--- config.mk ---
export PLATFORM = sky130hd
export DESIGN_NAME = operation_i_seq_flat
export DESIGN_NICKNAME = d
export VERILOG_FILES = /design/src/rtl/operation_i_seq_if.sv /design/src/rtl/operation_i_seq.sv /design/src/flat_wrapper.sv
export SDC_FILE = /design/constraint.sdc
export NUM_CORES = 1
export LEC_CHECK = 0
export ABC_AREA = 1
export BUFFER_PORTS_ARGS = -buffer_cell sky130_fd_sc_hd__buf_2
export CAP_MARGIN = 15
export CORE_MARGIN = 2
export CORE_UTILIZATION = 54
export DETAILED_ROUTE_END_ITERATION = 7
export PLACE_DENSITY = 0.8
export RECOVER_POWER = 100
export SYNTH_ARGS = -nofsm -noshare
export SYNTH_HDL_FRONTEND = slang
export SYNTH_SLANG_ARGS = --single-unit
export TNS_END_PERCENT = 50
--- constraint.sdc ---
create_clock -name CLK -period 1.55 [get_ports CLK]
set_clock_uncertainty 0.2 [all_clocks]
set_input_delay 0.2325 -clock CLK [delete_from_list [all_inputs] [get_ports CLK]]
set_output_delay 0.2325 -clock CLK [all_outputs]
set_load 0.01 [all_outputs]
--- src/rtl/operation_i_seq_if.sv ---
// Start/ready bundle for operation_i_seq: start, select, flattened inputs, ready and result.
// The ERR signal exists only when OPERATION_I_SEL_CHECK_EN is defined.
interface operation_i_seq_if #(
    parameter int BW   = 16,
    parameter int INC  = 3,
    parameter int SELW = 2
);
    // Handshake: the master raises ST with SEL/IN valid; the slave latches them on the
    // first rising edge it sees ST=1 while idle. RD then rises once RES is valid and stays
    // high until ST is seen low. A new start needs ST low for at least one edge after RD.
    logic                ST;
    logic [SELW-1:0]     SEL;
    logic [BW*INC-1:0]   IN;
    logic                RD;
    logic [BW-1:0]       RES;
`ifdef OPERATION_I_SEL_CHECK_EN
    logic                ERR;

    modport master (output ST, SEL, IN, input RD, RES, ERR);
    modport slave  (input ST, SEL, IN, output RD, RES, ERR);
`else
    modport master (output ST, SEL, IN, input RD, RES);
    modport slave  (input ST, SEL, IN, output RD, RES);
`endif
endinterface

--- src/rtl/operation_i_seq.sv ---
// Runtime-selectable projection (Maltsev operation I) using a serial word scan.
// Optional macro OPERATION_I_SEL_CHECK_EN adds ERR and short-circuits out-of-range selects.
module operation_i_seq #(
    parameter int BW   = 16,
    parameter int INC  = 3,
    parameter int SELW = 2
) (
    input  logic                     CLK,
    input  logic                     RST,
    operation_i_seq_if.slave         bus,
    output logic [1:0]               dbg_state
);

    typedef enum logic [1:0] {
        S_IDLE = 2'd0,
        S_SCAN = 2'd1,
        S_DONE = 2'd2
    } state_t;

    if (INC < 2) begin : g_bad_inc
        $error("operation_i_seq: INC must be at least 2");
    end
    if ((1 << SELW) < INC) begin : g_bad_selw
        $error("operation_i_seq: SELW too narrow for INC");
    end

    state_t              state, state_n;
    logic [BW*INC-1:0]   shreg, shreg_n;
    logic [SELW-1:0]     sel_r, sel_n;
    logic [SELW-1:0]     cnt, cnt_n;
    logic                rd_r, rd_n;
    logic [BW-1:0]       res_r, res_n;

`ifdef OPERATION_I_SEL_CHECK_EN
    logic                err_r, err_n;
    logic                sel_oor;

    assign sel_oor = ({1'b0, bus.SEL} >= (SELW+1)'(INC));
`endif

    always_ff @(posedge CLK) begin
        if (!RST) begin
            state <= S_IDLE;
            shreg <= '0;
            sel_r <= '0;
            cnt   <= '0;
            rd_r  <= 1'b0;
            res_r <= '0;
`ifdef OPERATION_I_SEL_CHECK_EN
            err_r <= 1'b0;
`endif
        end else begin
            state <= state_n;
            shreg <= shreg_n;
            sel_r <= sel_n;
            cnt   <= cnt_n;
            rd_r  <= rd_n;
            res_r <= res_n;
`ifdef OPERATION_I_SEL_CHECK_EN
            err_r <= err_n;
`endif
        end
    end

    always_comb begin
        state_n = state;
        shreg_n = shreg;
        sel_n   = sel_r;
        cnt_n   = cnt;
        rd_n    = rd_r;
        res_n   = res_r;
`ifdef OPERATION_I_SEL_CHECK_EN
        err_n   = err_r;
`endif
        case (state)
            S_IDLE: begin
                if (bus.ST) begin
                    shreg_n = bus.IN;
                    sel_n   = bus.SEL;
                    cnt_n   = '0;
                    rd_n    = 1'b0;
`ifdef OPERATION_I_SEL_CHECK_EN
                    if (sel_oor) begin
                        state_n = S_DONE;
                        res_n   = '0;
                        err_n   = 1'b1;
                        rd_n    = 1'b1;
                    end else begin
                        state_n = S_SCAN;
                        err_n   = 1'b0;
                    end
`else
                    state_n = S_SCAN;
`endif
                end
            end
            S_SCAN: begin
                // Word 0 sits at the head; every miss pulls the next word down and fills zeros on top,
                // so out-of-range selects land on zero words.
                if (cnt == sel_r) begin
                    res_n   = shreg[BW-1:0];
                    rd_n    = 1'b1;
                    state_n = S_DONE;
                end else begin
                    shreg_n = {{BW{1'b0}}, shreg[BW*INC-1:BW]};
                    cnt_n   = cnt + SELW'(1);
                end
            end
            S_DONE: begin
                if (!bus.ST) begin
                    state_n = S_IDLE;
                    rd_n    = 1'b0;
                end
            end
            default: begin
                state_n = S_IDLE;
                rd_n    = 1'b0;
            end
        endcase
    end

    assign bus.RD    = rd_r;
    assign bus.RES   = res_r;
`ifdef OPERATION_I_SEL_CHECK_EN
    assign bus.ERR   = err_r;
`endif
    assign dbg_state = state;

endmodule
--- src/flat_wrapper.sv ---
// flat-port wrapper written by rule: the top's interface ports become plain ports
module operation_i_seq_flat 
#(
    parameter int BW   = 16,
    parameter int INC  = 3,
    parameter int SELW = 2
)
  (CLK, RST, dbg_state, bus_ST, bus_SEL, bus_IN, bus_RD, bus_RES);
  operation_i_seq_if #(.BW(BW), .INC(INC), .SELW(SELW)) bus_i ();
  input  logic CLK;
  input  logic RST;
  output logic [1:0] dbg_state;
  input wire logic [$bits(bus_i.ST)-1:0] bus_ST;
  input wire logic [$bits(bus_i.SEL)-1:0] bus_SEL;
  input wire logic [$bits(bus_i.IN)-1:0] bus_IN;
  output wire logic [$bits(bus_i.RD)-1:0] bus_RD;
  output wire logic [$bits(bus_i.RES)-1:0] bus_RES;
  assign bus_i.ST = bus_ST;
  assign bus_i.SEL = bus_SEL;
  assign bus_i.IN = bus_IN;
  assign bus_RD = bus_i.RD;
  assign bus_RES = bus_i.RES;
  operation_i_seq #(.BW(BW), .INC(INC), .SELW(SELW)) u_core (.CLK(CLK), .RST(RST), .bus(bus_i), .dbg_state(dbg_state));
endmodule
==> reports/results.tsv <==
metric	value	unit
Post-Syn Area per Cell	6.99	um2
Final Setup Violations	0	
DRC viols	0	
EDFF count, synth	0	
Final Cell Area	4180	um2
Crit Path Class	register to register	
sequential fraction of the synthesis area	43.3	%
GR Overflow Total	0	
Power Density	1150	nW/um2
status	completed	
Adder-Cell Fraction of Synth Area	0	%
DR vias	3230	
Leak	1.91	nW
Hold Crit Class	primary input to register	
Tcrit/Tclk final	97.8	%
most frequent cells in the layout	nand2_1, dfxtp_1, nor2_1	
CP arrival	1.60	ns
Post-Layout Cell Count	631	
largest net degree at the start of global routing	36	
number of fillers in the final layout	462	
unrepaired setup endpoints after global routing	yes	
post-DR wirelength/cell	13.2	um
area leader, netlist	dfxtp_1	
Post-Synth XOR/XNOR Area	0	%
ys async rst share	0	%
yosys warns	0	
Main synth FF type	dfxtp_1	
die width	81.4	um
area of the core	5850	um2
Worst path max stage delay	0.34	ns
CP Capture Type	register	
share of cells above drive strength 1	19.8	%
vias in the first global route	2981	
total track usage	25.5	%
MaxCap Viol Count	0	
cells along the critical path	inv_2, nor2_4, buf_12, nand2_1, nand2_1, nand3b_1, nand2_1, nor2_1	
post-synthesis mux area share	0	%
clock-pin slew on the worst setup and hold paths	0.08	ns
layout net count	604	
Post-DRT Antenna Nets	0	
total number of H-tree levels	3	
# rows	28	
Routed WL	8.33	mm
Crit-path slowest cell	dfxtp_2	
die area	6630	um2
Die Span Y	81.4	um
Area contributors post-synth	dfxtp_1, nand2_1, nor2_1, nand3b_1, a21oi_1	
CP top delay family	simple AND/OR/NAND/NOR gates	
Pins Over Slew Limit	0	
final critical-path required period	1.52	ns
commonest non-fill, non-tap cell in the layout	nand2_1	
first-pass GRT wire length	12.9	mm
root buf cell	clkbuf_8	
Mapped Nets	516	
endpoints failing hold	0	
initial antenna violation count	0	
Slew @ Worst Pin	0.380	ns
# diodes	0	
Port Buffer Count	71	
Worst-Skew Late Latency	0.35	ns
I/O pin cnt	72	
Setup crit start kind	register	
cell mode on critical path	nand2_1	
placed cell count	592	
simple-gate share of the synthesized area	43.0	%
DP Wirelength	5.12	mm
area delta synth->final	29.1	%
Post-DP Area	3690	um2
relative slew slack	74.7	%
CTS Buf Count	9	
1st-pass router iterations	5	
routability congestion estimate	0.811	
Fmax	0.660	GHz
Fin Hold WS	0.0888	ns
WP buf/inv	2	
worst-path maximum fanout	29	
TritonCTS Sinks	70	
top cell type's share of synthesized area	43.3	%
Worst Path Required	1.63	ns
Mapped Area	3240	um2
post-DR vias/cell	5.12	
Seq cells post-synth	70	
library cells used by synthesis	22	
Starting Density	55.3	%
initial DRC count	252	
CTS tree	yes	
largest family of logic cells by synthesized area	simple AND/OR/NAND/NOR gates	
Longest Clk Path Bufs	2	
worst vdd ir	905	uV
Post-Synthesis Cells	463	
Compound-Gate Fraction of Synth Area	6.41	%
power by group:
group          total, mW  leakage [nW]  internal (mW)  switching [mW]
registers           2.07         0.577           1.97          0.0949
clock network       1.62         0.110          0.946           0.678
logic               1.11          1.22          0.489           0.618
logic make-up after synthesis:
family          after synthesis
flops                        70
buf+inv                      43
compound gates               41
simple gates                309
final cells by class:
type                    instances  area (um2)  share of cell area [%]
clock buffers                  12         145                    3.47
clock inverters                 4        70.1                    1.68
inverters                       9        37.5                   0.898
multi-input cells             350        1620                    38.7
flip-flops and latches         70        1410                    33.7
well taps                      75        93.8                    2.25
repair buffers                111         808                    19.3
tightest hold or removal path, stage by stage:
cell and delay (ns):
buf_2 0.08, nand2_1 0.04, nand2_1 0.05, nand3b_1 0.09
nand2_1 0.05, nor2_1 0.07
stage by stage:
stage          setup WS (ns)  setup TNS, ns  util [%]  power, mW
3_3_place_gp          0.0729              0      63.0       3.06
5_1_grt              -0.0292         -0.205      71.4       5.03
3_5_place_dp         -0.0140        -0.0140      63.0       3.08
4_1_cts              0.00133              0      70.3       4.74
2_1_floorplan          0.120              0         -       2.80
6_report              0.0346              0      71.4       4.80
cells in the mapped netlist (2+ instances only):
| cell | n |
|---|---|
| nor2_1 | 66 |
| buf_4 | 8 |
| inv_2 | 2 |
| nand3_1 | 17 |
| nand2_4 | 2 |
| buf_1 | 2 |
| buf_2 | 15 |
| dfxtp_1 | 70 |
| a21oi_1 | 38 |
| nand2_2 | 3 |
| nand3b_1 | 32 |
| inv_1 | 6 |
| nand4_1 | 17 |
| clkbuf_1 | 6 |
| nand3_2 | 3 |
| buf_6 | 2 |
| o21ai_0 | 2 |
| nand2_1 | 168 |
flip-flops by register name, indices dropped and copies added, names as in the netlist:
signal and count:
u_core.bus.RES 16, u_core.dbg_state 2, u_core.cnt 2, u_core.sel_r 2, u_core.shreg 48
layer usage:
layer,vias up,track usage [%],wire length (um)
met2,110,44.6,4170
met4,0,11.9,199
li1,1663,-,-
met1,1436,29.2,3470
met5,-,0,0
met3,21,6.15,488
timing repair:
action,CTS,global route
cloned,0,2
resized for setup,1,13
setup buffers,2,0
hold buffers,19,0
endpoints found under the hold margin,19,0
setup endpoints to repair,12,50
path summary, 6_finish.rpt:
kind         depth (start not counted)                start  slack (ns)            endpoint
min                                  6            bus_IN[9]        0.09     u_core.shreg[9]
max                                  8  u_core.dbg_state[0]        0.03     u_core.shreg[3]
min reg2reg                          2   u_core.bus.RES[14]        0.26  u_core.bus.RES[14]
max reg2reg                          8  u_core.dbg_state[0]        0.03     u_core.shreg[3]
Note: power is estimated with default switching activity, not from simulation.
